[config.mk]
export PLATFORM = sky130hd
export DESIGN_NAME = sdram_rd_arb
export DESIGN_NICKNAME = d
export VERILOG_FILES = /design/src/rtl/sdram_rd_arb_pkg.sv /design/src/rtl/sdram_rd_arb_pick.sv /design/src/rtl/sdram_rd_arb.sv
export SDC_FILE = /design/constraint.sdc
export NUM_CORES = 1
export LEC_CHECK = 0
export BUFFER_PORTS_ARGS = -buffer_cell sky130_fd_sc_hd__buf_4
export CAP_MARGIN = 20
export CORE_ASPECT_RATIO = 2
export CORE_MARGIN = 2
export CORE_UTILIZATION = 41
export CTS_CLUSTER_DIAMETER = 30
export DETAILED_ROUTE_END_ITERATION = 10
export PLACE_DENSITY = 0.91
export SYNTH_ARGS = -nofsm -noshare
export SYNTH_HDL_FRONTEND = slang
export SYNTH_SLANG_ARGS = --single-unit
[constraint.sdc]
create_clock -name iCLOCK -period 1.9 [get_ports iCLOCK]
set_input_delay 0.285 -clock iCLOCK [delete_from_list [all_inputs] [get_ports iCLOCK]]
set_output_delay 0.285 -clock iCLOCK [all_outputs]
set_load 0.02 [all_outputs]
[src/rtl/sdram_rd_arb_pkg.sv]
// sdram_rd_arb_pkg: shared address type and requester count for the SDRAM read arbiter
package sdram_rd_arb_pkg;

    typedef logic [23:0] tADDR;

    localparam int cBG_NUM           = 4;
    localparam int cSPR_NUM          = 0;
    localparam int cSDRAM_RD_REQ_NUM = cBG_NUM + cSPR_NUM;

endpackage

[src/rtl/sdram_rd_arb_pick.sv]
// rr_arb_pick: combinational round-robin picker, lowest index after the last grant wins
module rr_arb_pick #(
    parameter int pNUM_REQ = 4,
    parameter int pIDX_W   = $clog2(pNUM_REQ)
) (
    input  logic [pNUM_REQ-1:0] iREQ,
    input  logic [pIDX_W-1:0]   iLAST,
    output logic [pIDX_W-1:0]   oGRANT,
    output logic                oANY
);

    logic [pIDX_W-1:0] w_idx;

    // Walk from the farthest candidate back to last+1 so the closest requester overwrites
    always_comb begin
        oGRANT = '0;
        w_idx  = '0;
        for (int k = pNUM_REQ; k >= 1; k--) begin
            w_idx = pIDX_W'((int'(iLAST) + k) % pNUM_REQ);
            if (iREQ[w_idx]) oGRANT = w_idx;
        end
    end

    assign oANY = |iREQ;

endmodule

[src/rtl/sdram_rd_arb.sv]
// sdram_rd_arb: round-robin sharing of one SDRAM read master among several requesters
module sdram_rd_arb
    import sdram_rd_arb_pkg::*;
#(
    parameter int pNUM_REQ = cSDRAM_RD_REQ_NUM
) (
    input  logic                      iCLOCK,
    input  logic                      iRESET,
    input  tADDR [pNUM_REQ-1:0]       iREQ_ADDRESS,
    input  logic [pNUM_REQ-1:0]       iREQ_READ,
    output logic [pNUM_REQ-1:0]       oREQ_WAIT_REQUEST,
    output logic [15:0]               oREQ_READ_DATA,
    output logic [pNUM_REQ-1:0]       oREQ_READ_DATA_VALID,
    output tADDR                      oSDRAM_ADDRESS,
    output logic                      oSDRAM_READ,
    input  logic                      iSDRAM_WAIT_REQUEST,
    input  logic [15:0]               iSDRAM_READ_DATA,
    input  logic                      iSDRAM_READ_DATA_VALID
);

    localparam int cIDX_W = $clog2(pNUM_REQ);

    typedef enum logic [1:0] {sIDLE, sCMD, sDATA} tARB_STATE;

    tARB_STATE         rSTATE, wNEXT;
    logic [cIDX_W-1:0] rGRANT, rLAST, wPICK;
    tADDR              rADDR;
    logic              wANY;

    rr_arb_pick #(.pNUM_REQ(pNUM_REQ), .pIDX_W(cIDX_W)) u_pick (
        .iREQ   (iREQ_READ),
        .iLAST  (rLAST),
        .oGRANT (wPICK),
        .oANY   (wANY)
    );

    // State register and grant/address latch, captured only when leaving idle
    always_ff @(posedge iCLOCK) begin
        if (iRESET) begin
            rSTATE <= sIDLE;
            rGRANT <= '0;
            rLAST  <= cIDX_W'(pNUM_REQ - 1);
            rADDR  <= '0;
        end else begin
            rSTATE <= wNEXT;
            if (rSTATE == sIDLE && wANY) begin
                rGRANT <= wPICK;
                rLAST  <= wPICK;
                rADDR  <= iREQ_ADDRESS[wPICK];
            end
        end
    end

    // Next state plus command, waitrequest and per-requester data strobe decode
    always_comb begin
        wNEXT                = rSTATE;
        oSDRAM_READ          = 1'b0;
        oREQ_WAIT_REQUEST    = '1;
        oREQ_READ_DATA_VALID = '0;
        case (rSTATE)
            sIDLE: if (wANY) wNEXT = sCMD;
            sCMD: begin
                oSDRAM_READ = 1'b1;
                if (!iSDRAM_WAIT_REQUEST) begin
                    wNEXT                     = sDATA;
                    oREQ_WAIT_REQUEST[rGRANT] = 1'b0;
                end
            end
            sDATA: if (iSDRAM_READ_DATA_VALID) begin
                oREQ_READ_DATA_VALID[rGRANT] = 1'b1;
                wNEXT                        = sIDLE;
            end
            default: wNEXT = sIDLE;
        endcase
    end

    assign oSDRAM_ADDRESS = rADDR;
    assign oREQ_READ_DATA = iSDRAM_READ_DATA;

endmodule
==> reports/metrics.csv <==
stage,metric,value,unit
detailed_routing,Met1 Wirelength,2.54,mm
yosys,sequential area share after synthesis,26.0,%
floorplan,core box area,5420,um2
yosys,Synth cell types,33,
yosys,synthesized area,2310,um2
yosys,Synth Instances,265,
grt,GRT Overall Usage,24.4,%
worst_setup_path,Worst Path Max Fanout,5,
detailed_routing,Remaining DRCs,0,
timing,fin crit share,92.0,%
timing,RSZ-0062 raised after global routing,false,
worst_setup_path,"slowest stage cell, crit path",dfxtp_1,
place,Final HPWL DP,6.07,mm
floorplan,Die H,110,um
place,Cells after DPL,435,
final_layout,Syn-to-layout area delta,48.3,%
timing,Clock Skew,6.70,ps
final_layout,final net count,502,
floorplan,Die Area,6290,um2
timing,Final TNS setup,0,ps
grt,vias in the first global route,2594,
clock_network,total CTS buffers,5,
place,routability congestion estimate,0.776,
yosys,area share of the largest cell type after synthesis,26.0,%
worst_setup_path,Setup crit end kind,output pin,
grt,first-pass GRT wire length,12.1,mm
status,status,"complete, no violations",
worst_setup_path,crit start category,flip-flop,
yosys,"Avg Cell Area, Syn",8.72,um2
yosys,Post-synth EDFFs,0,
worst_setup_path,"Req. time, crit path",1620,ps
worst_setup_path,kind of critical path,flip-flop to output pin,
pwr,worst vdd ir,562,uV
final_layout,fin cells,443,
detailed_routing,ANT nets after route,0,
final_layout,layout cells sized above 1,49.1,%
detailed_routing,final WL,7.82,mm
timing,Tmin final,1750,ps
run,Max-cap violations,0,
timing,Worst-Margin Slew,818,ps
floorplan,I/O Pins,169,
final_layout,ant diodes,0,
clock_network,Bufs on Longest Clock Path,2,
clock_network,worst skew pair latency,270,ps
yosys,dominant synthesized flop cell,dfxtp_1,
yosys,"top cells by area, synth","dfxtp_1 (26%), o211ai_2 (11%), mux2i_1 (10%)",
detailed_routing,routed wl met2,4.58,mm
worst_setup_path,CP peak stage delay,390,ps
min_path,hold path start,iRESET,
worst_setup_path,Crit path arrival time,1460,ps
yosys,Yosys top cell by area,dfxtp_1,
worst_setup_path,cells along the critical path,nor2b_1 -> nor2b_2 -> nand3b_1 -> buf_4,
yosys,#FFs+latches synth,30,
clock_network,clock root buffer,clkbuf_8,
detailed_routing,WL per Instance,17.7,um
timing,max-slew violation count,0,
detailed_routing,routed vias/inst,5.74,
clock_network,clock transition at the registers of the reported paths,70,ps
detailed_routing,drt pass-1 iters,4,
timing,final hold violation count,0,
grt,"Remaining Overflow, GRT",0,
detailed_routing,via count,2542,
yosys,Syn. warnings,0,
timing,Slew HR,45.5,%
final_layout,Fill cells,493,
worst_setup_path,CP startpoint,rSTATE[0]$_SDFFE_PP0P_,
timing,final setup fails,0,
worst_setup_path,Reg-to-Reg Start,rLAST[0]$_SDFFE_PP1P_,
pwr,Pleak,1.61,nW
clock_network,CTS sink count,30,
pwr,pwr dens,709,nW/um2
floorplan,row count,38,
yosys,fraction of registers with async set/reset,0,%
min_path,Hold Path Class,input pin to flip-flop,
clock_network,TritonCTS clock tree,done,
yosys,Mapped Nets,385,
detailed_routing,top sig layer,met4,
place,Buffers on Ports,136,
clock_network,CTS HTree Levels,2,
timing,Max Clk Rate,0.572,GHz
detailed_routing,met3 wire len,371,um
floorplan,Starting Density,42.6,%
floorplan,Die W,57.1,um
grt,largest net degree at the start of global routing,25,
grt,initial antenna violation count,0,
detailed_routing,initial drt markers,76,
[worst paths after layout]
kind                                    endpoint  slack (ps)  cells after the start
setup / recovery            oREQ_WAIT_REQUEST[1]         150                      4
hold / removal            rSTATE[0]$_SDFFE_PP0P_         260                      2
setup reg to reg  oSDRAM_ADDRESS[1]$_SDFFE_PP0P_         200                      5
hold reg to reg   oSDRAM_ADDRESS[7]$_SDFFE_PP0P_         470                      2
[flip-flops by register name, summed over array words and instances (netlist names)]
register        count
oSDRAM_ADDRESS     24
rGRANT              2
rSTATE              2
rLAST               2
[metal layers]
metal | GRT usage [%] | vias up
met2 | 49.1 | 96
met5 | 0 | -
met3 | 2.68 | 32
met1 | 23.2 | 1192
li1 | - | 1222
met4 | 12.6 | 0
[final cells by class]
cell class	count	area (um2)	share of cell area (%)
repair buffers	152	1180	34.4
flip-flops and latches	30	601	17.5
well taps	60	75.1	2.19
clock buffers	7	86.3	2.52
clock inverters	1	5.00	0.146
multi-input cells	193	1480	43.2
[repair_timing]
| action | 4_1_cts | 5_1_grt |
|---|---|---|
| setup buffers | 0 | 0 |
| setup endpoints to repair | 0 | 1 |
| hold buffers | 0 | 0 |
| gates resized for setup | 0 | 1 |
[cells in the final DEF (no fill, tap or decap), types with 2 or more instances in the layout]
| cell type | instances |
|---|---|
| nand2_1 | 29 |
| o211ai_1 | 4 |
| o31a_1 | 24 |
| a21oi_1 | 4 |
| clkbuf_8 | 6 |
| nor2_1 | 9 |
| dfxtp_1 | 30 |
| o21ai_0 | 4 |
| nor2b_1 | 2 |
| buf_4 | 149 |
| nand3_1 | 2 |
| o21ai_2 | 2 |
| nor3_1 | 2 |
| o211ai_2 | 20 |
| o21a_1 | 2 |
| o21ai_1 | 20 |
| and4_1 | 24 |
| nand2b_1 | 2 |
| buf_12 | 3 |
| nand3b_1 | 3 |
| mux2i_1 | 24 |
| nor3b_1 | 2 |
[Yosys cell counts, types with 3 or more instances]
cell type	count
a21oi_1	4
and4_1	24
buf_4	18
buf_6	3
clkbuf_1	19
dfxtp_1	30
mux2i_1	24
nand2_1	29
nand3b_1	3
nor2_1	10
nor2b_1	3
o211ai_1	4
o211ai_2	20
o21ai_0	6
o21ai_1	20
o31a_1	24
[power by group]
part           internal (mW)  switching [mW]
registers              0.734          0.0749
logic                  0.550           0.533
clock network          0.292           0.244
[worst max-delay path, delay by kind of cell (launching register included)]
family / cells / cell delay (ps)
AND/OR/NAND/NOR: 3 / 630
flip-flops: 1 / 390
buffers and inverters: 1 / 170
[stage by stage]
stage	utilization [%]	hold slack [ps]	worst slack, ps	total power [mW]	instance area (um2)
3_3_place_gp	61.4	455	126	1.87	3330
5_1_grt	63.2	271	34.3	2.55	3420
4_1_cts	63.1	248	118	2.44	3420
6_report	63.2	261	152	2.43	3420
2_1_floorplan	-	425	237	1.48	2310
3_5_place_dp	61.4	460	134	1.90	3330
[cells by family after synthesis]
logic type	after synthesis	synth area share [%]
DFF	30	26.0
and+or+nand+nor	82	21.5
AOI/OAI and AO/OA	87	31.3
buffers and inverters	42	10.8
muxes	24	10.4
(Power assumes the default switching activity.)
